**config.mk**
```make
export PLATFORM = sky130hd
export DESIGN_NAME = rv32_mem_port_arbiter
export DESIGN_NICKNAME = d
export VERILOG_FILES = /design/src/rtl/rv32_mem_port_arbiter_pkg.sv /design/src/rtl/rv32_mem_port_arbiter.sv
export SDC_FILE = /design/constraint.sdc
export NUM_CORES = 1
export LEC_CHECK = 0
export CAP_MARGIN = 20
export CORE_AREA = 4 4 107 109
export CTS_CLUSTER_DIAMETER = 40
export DETAILED_ROUTE_END_ITERATION = 12
export DIE_AREA = 0 0 111 113
export PLACE_DENSITY = 0.63
export SLEW_MARGIN = 10
export SYNTH_ARGS = -nofsm -noshare
export SYNTH_HDL_FRONTEND = slang
export SYNTH_SLANG_ARGS = --single-unit
```
**constraint.sdc**
```tcl
create_clock -name clk -period 1.9 [get_ports clk]
set_clock_uncertainty 0.1 [all_clocks]
set_input_delay 0.57 -clock clk [delete_from_list [all_inputs] [get_ports clk]]
set_output_delay 0.57 -clock clk [all_outputs]
set_load 0.05 [all_outputs]
```
**src/rtl/rv32_mem_port_arbiter_pkg.sv**
```systemverilog
// Shared types for the RV32 memory-port arbiter: FSM state encoding and the
// request payload carried on the data and memory ports.
package rv32_types;

    localparam int unsigned RV32_ADDR_W = 32;
    localparam int unsigned RV32_DATA_W = 32;
    localparam int unsigned RV32_BE_W   = 4;

    typedef enum logic [1:0] {
        ARB_IDLE       = 2'd0,
        ARB_FETCH_WAIT = 2'd1,
        ARB_DATA_WAIT  = 2'd2
    } arb_state_t;

    typedef struct packed {
        logic                   we;
        logic [RV32_BE_W-1:0]   be;
        logic [RV32_ADDR_W-1:0] addr;
        logic [RV32_DATA_W-1:0] wdata;
    } mem_req_t;

endpackage

```
**src/rtl/rv32_mem_port_arbiter.sv**
```systemverilog
// Shares the single memory port between instruction fetch (IF) and the
// load/store path (D) with one outstanding transaction at a time.
// D has priority. Grants and response routing are combinational.
// Optional build macro RV32_ARB_FAIR_EN: after STARVE_LIMIT consecutive D
// grants while IF waits, IF wins the next contested grant.
module rv32_mem_port_arbiter
    import rv32_types::*;
#(
    parameter int unsigned ADDR_W       = 32,
    parameter int unsigned STARVE_LIMIT = 4
) (
    input  logic                   clk,
    input  logic                   rst,

    input  logic                   if_req,
    input  logic [ADDR_W-1:0]      if_addr,
    output logic                   if_gnt,
    output logic                   if_rvalid,
    output logic [RV32_DATA_W-1:0] if_rdata,

    input  logic                   d_req,
    input  logic                   d_we,
    input  logic [RV32_BE_W-1:0]   d_be,
    input  logic [ADDR_W-1:0]      d_addr,
    input  logic [RV32_DATA_W-1:0] d_wdata,
    output logic                   d_gnt,
    output logic                   d_rvalid,
    output logic [RV32_DATA_W-1:0] d_rdata,

    output logic                   mem_req,
    output logic                   mem_we,
    output logic [RV32_BE_W-1:0]   mem_be,
    output logic [ADDR_W-1:0]      mem_addr,
    output logic [RV32_DATA_W-1:0] mem_wdata,
    input  logic                   mem_rvalid,
    input  logic [RV32_DATA_W-1:0] mem_rdata,

    output logic                   data_busy
);

    // A zero limit would let IF pre-empt D unconditionally; reject it at build time.
    if (STARVE_LIMIT == 0) begin : g_bad_limit
        $error("rv32_mem_port_arbiter: STARVE_LIMIT must be at least 1");
    end

    arb_state_t state;
    arb_state_t state_nxt;
    logic       grant_ok;
    logic       force_if;
    mem_req_t   d_fields;
    mem_req_t   if_fields;
    mem_req_t   mem_fields;

`ifdef RV32_ARB_FAIR_EN
    localparam int unsigned CNT_W = $clog2(STARVE_LIMIT + 1);

    logic [CNT_W-1:0] starve_cnt;

    // Counts D wins while IF is waiting; any IF grant or IF withdrawal resets it.
    always_ff @(posedge clk) begin
        if (rst) begin
            starve_cnt <= '0;
        end else if (!if_req || if_gnt) begin
            starve_cnt <= '0;
        end else if (d_gnt) begin
            starve_cnt <= starve_cnt + CNT_W'(1);
        end
    end

    assign force_if = if_req & d_req & (starve_cnt == CNT_W'(STARVE_LIMIT));
`else
    assign force_if = 1'b0;
`endif

    // State register; a reset abandons any in-flight transaction.
    always_ff @(posedge clk) begin
        if (rst) begin
            state <= ARB_IDLE;
        end else begin
            state <= state_nxt;
        end
    end

    // Grant selection and next state; a WAIT state can only re-issue on the response cycle.
    always_comb begin
        grant_ok  = 1'b0;
        d_gnt     = 1'b0;
        if_gnt    = 1'b0;
        state_nxt = state;

        grant_ok = ~rst & ((state == ARB_IDLE) | mem_rvalid);

        if (grant_ok) begin
            if (d_req && !force_if) begin
                d_gnt     = 1'b1;
                state_nxt = ARB_DATA_WAIT;
            end else if (if_req) begin
                if_gnt    = 1'b1;
                state_nxt = ARB_FETCH_WAIT;
            end else begin
                state_nxt = ARB_IDLE;
            end
        end
    end

    // Memory-side request mux; fields are zeroed whenever nothing is granted.
    always_comb begin
        d_fields.we     = d_we;
        d_fields.be     = d_be;
        d_fields.addr   = RV32_ADDR_W'(d_addr);
        d_fields.wdata  = d_wdata;

        if_fields.we    = 1'b0;
        if_fields.be    = 4'hF;
        if_fields.addr  = RV32_ADDR_W'(if_addr);
        if_fields.wdata = '0;

        mem_fields = '0;
        if (d_gnt) begin
            mem_fields = d_fields;
        end else if (if_gnt) begin
            mem_fields = if_fields;
        end

        mem_req   = d_gnt | if_gnt;
        mem_we    = mem_fields.we;
        mem_be    = mem_fields.be;
        mem_addr  = ADDR_W'(mem_fields.addr);
        mem_wdata = mem_fields.wdata;
    end

    // Response routing by the owner recorded in state; responses in IDLE are dropped.
    always_comb begin
        if_rvalid = ~rst & mem_rvalid & (state == ARB_FETCH_WAIT);
        d_rvalid  = ~rst & mem_rvalid & (state == ARB_DATA_WAIT);
        if_rdata  = if_rvalid ? mem_rdata : '0;
        d_rdata   = d_rvalid  ? mem_rdata : '0;
        data_busy = ~rst & (state == ARB_DATA_WAIT) & ~mem_rvalid;
    end

endmodule

```
After elaboration in Yosys (flattened, before gate mapping)
Index checks and enable logic that the tools add are counted.
{ "classes": {"n_eq_ne": 2, "muxes": 11, "bitwise": 10, "n_reduce_logical": 1} }
{ "ops": {"columns": ["op", "n"], "rows": [
  ["two-way mux 69 bit", 1],
  ["two-way mux 68 bit", 1],
  ["two-way mux 32 bit", 2],
  ["bitwise AND 1 bit", 6],
  ["two-way mux 1 bit", 6],
  ["equality test 2 x 1 -> 1 bit (second input constant)", 1],
  ["equality test 2 bit (second input constant)", 1],
  ["zero test 2 bit", 1],
  ["two-way mux 2 bit", 1],
  ["inverter 1 bit", 2],
  ["OR 1 bit", 2]
]} }
{ "word_totals": {"reg_bits": 2, "input_bits": 138, "output_inout_bits": 139} }

Longest topological paths before layout
{ "logic_depth": {"word_depth": 6, "ltp_mapped": 6} }

Least setup slack after synthesis
No wires, ideal clock.
{ "synth_timing": {"path_kind": "input-to-output", "start": "input mem_rvalid", "end": "output data_busy", "t_arrival_ns": 2.069, "required_time_ns": 1.230, "setup_slack_ns": -0.839, "stages": 1, "path_cell_list": "nor4_1"} }
{ "synth_via": {"elab_chain_cells": 2} }
{ "synth_lines": {"columns": ["item", "line", "source"], "rows": [
  ["from (decl)", "rv32_mem_port_arbiter.sv:35", "input logic mem_rvalid,"],
  ["inverter 1 bit", "rv32_mem_port_arbiter.sv:138", "data_busy = ~rst & (state == ARB_DATA_WAIT) & ~mem_rvalid;"],
  ["bitwise AND 1 bit", "rv32_mem_port_arbiter.sv:138", null],
  ["to (decl)", "rv32_mem_port_arbiter.sv:38", "output logic data_busy"]
]} }
No other way between the ends.

Worst setup path after layout
{ "layout_timing": {"start": "input mem_rvalid", "end": "output mem_addr[31]"} }
{ "layout_via": {"elab_chain_cells": 5, "elab_cells_between_ends": 6, "cone_classes": "mux (4); bitwise (2)"} }
{ "layout_lines": {"columns": ["item", "line", "source"], "rows": [
  ["OR 1 bit (*)", "rv32_mem_port_arbiter.sv:91", "grant_ok = ~rst & ((state == ARB_IDLE) | mem_rvalid);"],
  ["bitwise AND 1 bit (*)", "rv32_mem_port_arbiter.sv:91", null],
  ["two-way mux 1 bit", "rv32_mem_port_arbiter.sv:93", "if (grant_ok) begin"],
  ["two-way mux 68 bit", "rv32_mem_port_arbiter.sv:121", "end else if (if_gnt) begin"],
  ["two-way mux 69 bit (*)", "rv32_mem_port_arbiter.sv:119", "if (d_gnt) begin"],
  ["to (decl)", "rv32_mem_port_arbiter.sv:33", "output logic [ADDR_W-1:0] mem_addr,"]
]} }
Every way passes the cells marked *; elsewhere a longest branch is shown, timed or not.

==> flow_metrics.tcl <==
set metrics [dict create \
    result_of_the_run "finished with violations" \
    violations "negative setup slack" \
    layout_commonest_cell "sky130_fd_sc_hd__buf_12" \
    setup-tns-final_ns -42.91 \
    dpl_cell_area_um2 6520 \
    critPathLaunchType "primary input" \
    antenna_violations_before_repair 0 \
    postRouteAntennaNets 0 \
    synth_cell_types 22 \
    worst_ir_drop_vdd_mv 0.192 \
    layout-drive-gt1-share_pct 73.3 \
    setup_viol 139 \
    cellInternalPower_mw 1.15 \
    fin_ws_ns -0.341 \
    clkTransAtPathRegs_ns 0.03 \
    standard_cell_with_the_maximum_stage_delay_on_the_critical_path "sky130_fd_sc_hd__clkbuf_16" \
    worstMarginPinSlew_ns 0.282 \
    syn_nets 351 \
    place.detailed.hpwl_mm 9.23 \
    ys_ff_latch 2 \
    drt_pass1_iterations 4 \
    floorplan.rows 38 \
    die_x_um 111 \
    grt_resource_usage_total_pct 17.3 \
    timing.critical_path.to_type "output port" \
    relSlewSlack_pct 81.2 \
    wl_per_cell_um 18.6 \
    detailroute.via_count 2800 \
    post_synth.cell_area_avg_um2 6.09 \
    crit_required_ns 1.23 \
    grt_first_pass_wirelength_mm 17.3 \
    pwr-share-clk_pct 8.7 \
    timing_hold_violations_final 0 \
    finish.utilization_pct 68.8 \
    fin_nets 661 \
    regMostFlops "state" \
    sw_frac_of_total_pct 42.5 \
    portBuffers 276 \
    drv.max_cap_violation_count 0 \
    dp_slack_ns -0.848 \
    largestRegisters "state x2" \
    cts_made_buffers 3 \
    part_of_the_total_power_dissipated_in_sequential_elements_pct 2.6 \
    holdWs_ns 0.429 \
    arrival_ns 1.57 \
    core_region_area_um2 10600 \
    largest_register_ffs 2 \
    grt_start_max_net_pins 35 \
    multiInputGateArea_um2 1950 \
    flow.area_growth_from_synthesis_pct 462 \
    critical_path.cell_chain "buf_8 -> o21bai_4 -> buf_6 -> nand2b_4 -> clkbuf_16 -> nor2_4 -> buf_12" \
    layout.cell_area.non_filler_um2 7290 \
    switching_power_mw 0.848 \
    globalRouteOverflowTotal 0 \
    seq_area_frac_synth_pct 3.09 \
    synthesis.instances 213 \
    drt_iter0_markers 54 \
    cts_buffer_depth 2 \
    clock_sink_count 2 \
    rsz0062_at_grt "true" \
    totalWireLength_mm 12.3 \
    fillCellCount 740 \
    clk_latency_ns 0.22 \
    yosys.area.top_type_share_pct 31.3 \
    share_comb_of_total_power_pct 88.7 \
    number_of_global_route_vias_before_repair 2907 \
    antennaDiodeCount 0 \
    dieArea_um2 12500 \
    ctsHtreeMaxLevel 1 \
    drc 0 \
    cts_tree "built" \
    final.period_utilization_pct 118 \
    clk_root_buffer_cell "sky130_fd_sc_hd__clkbuf_8" \
    hp-class "reg -> reg" \
    finalWeightedCongestion 0.804 \
    netlist_area_um2 1300 \
    largest_stage_delay_on_the_critical_path_ns 0.23 \
    initial_util_pct 12.2 \
    areal_power_density_over_the_cells_nw_per_um2 274 \
    sequential_cell_area_um2 45.0 \
    period_minus_slack_ns 2.24 \
    viasPerCell 4.24 \
    timing.fmax_ghz 0.446 \
    synth_area_leader_cell "sky130_fd_sc_hd__and2_1" \
    p_leak_nw 2.83 \
    timing.final.max_slew_violations 0 \
    critical_path_type "in -> out" \
    final_cell_mix "148 x sky130_fd_sc_hd__buf_12, 133 x sky130_fd_sc_hd__clkdlybuf4s50_1, 65 x sky130_fd_sc_hd__and2_4, 38 x sky130_fd_sc_hd__nor2_4, 33 x sky130_fd_sc_hd__and3_4" \
    dieHeight_um 113 \
    count_of_synthesis_stage_warnings_from_yosys 0 \
    synth.area.top_cells "sky130_fd_sc_hd__and2_1 31%, sky130_fd_sc_hd__a22oi_1 19%, sky130_fd_sc_hd__and3_1 16%" \
    path_max_fanout 7 \
    io_pins 277 \
]
cells in the mapped netlist (all sizes together):
library cell	number
a22oi	32
nor2b	1
nand2b	2
and2b	1
and2	65
dfxtp	2
nor4b	1
o21ai	1
o32ai	1
and3	33
inv	2
buf	14
nor4	1
clkbuf	11
o21bai	1
and4bb	1
nor2	39
a21oi	5
metrics by stage:
step                      instances  power [mW]
final                           661        1.99
after global routing            661        2.07
after CTS                       647        1.92
after detailed placement        627        1.65
after global placement          627        1.63
after floorplan                 213       0.808
cell type report:
cell class / count / area share, %
Inverter: 2 / 0.137
Tap cell: 140 / 2.40
Multi-Input combinational cell: 184 / 26.8
Timing Repair Buffer: 330 / 69.5
Sequential cell: 2 / 0.618
Clock buffer: 3 / 0.566
power by group through the flow:
stage / Sequential (mW) / Combinational [mW] / Clock, mW
CTS: 0.0496 / 1.69 / 0.177
global route: 0.0525 / 1.84 / 0.180
global placement: 0.0493 / 1.58 / 0
floorplan: 0.0494 / 0.758 / 0
finish: 0.0519 / 1.77 / 0.174
detailed placement: 0.0495 / 1.60 / 0
cells by family (layout without fill, tap and decap cells):
group | count (synthesis) | after routing | share of synthesized area (%)
AO/OA/AOI/OAI | 40 | 40 | 22.1
buffers and inverters | 27 | 335 | 11.0
flip-flops | 2 | 2 | 3.09
AND/OR/NAND/NOR | 144 | 144 | 63.8
final timing paths:
check / startpoint / endpoint / slack [ns] / cells past startpoint
worst max register to register: state[0] / state[1] / 0.58 / 5
worst min register to register: state[0] / state[0] / 0.43 / 2
worst min-delay path: state[0] / state[0] / 0.43 / 2
worst max-delay path: mem_rvalid / mem_addr[31] / -0.34 / 7
critical path, delay by kind of cell:
kind,cells,cell delay [ns]
buffers and inverters,4,0.60
and+or+nand+nor,2,0.23
AOI/OAI and AO/OA,1,0.17
timing repair:
action / CTS / global route
setup endpoints to repair: 140 / 139
buffers inserted: 10 / 4
pin swaps: 43 / 36
hold endpoints to repair: 0 / 0
resized for setup: 65 / 11
cloned: 8 / 12
hold buffers: 0 / 0
routing by layer:
metal	GRT usage [%]	vias to the layer above	wire length (um)
li1	-	1360	-
met1	18.3	1299	4310
met2	34.7	135	7040
met3	4.12	6	833
met4	2.96	0	87
met5	0	-	0
Note: power is estimated with default switching activity, not from simulation.
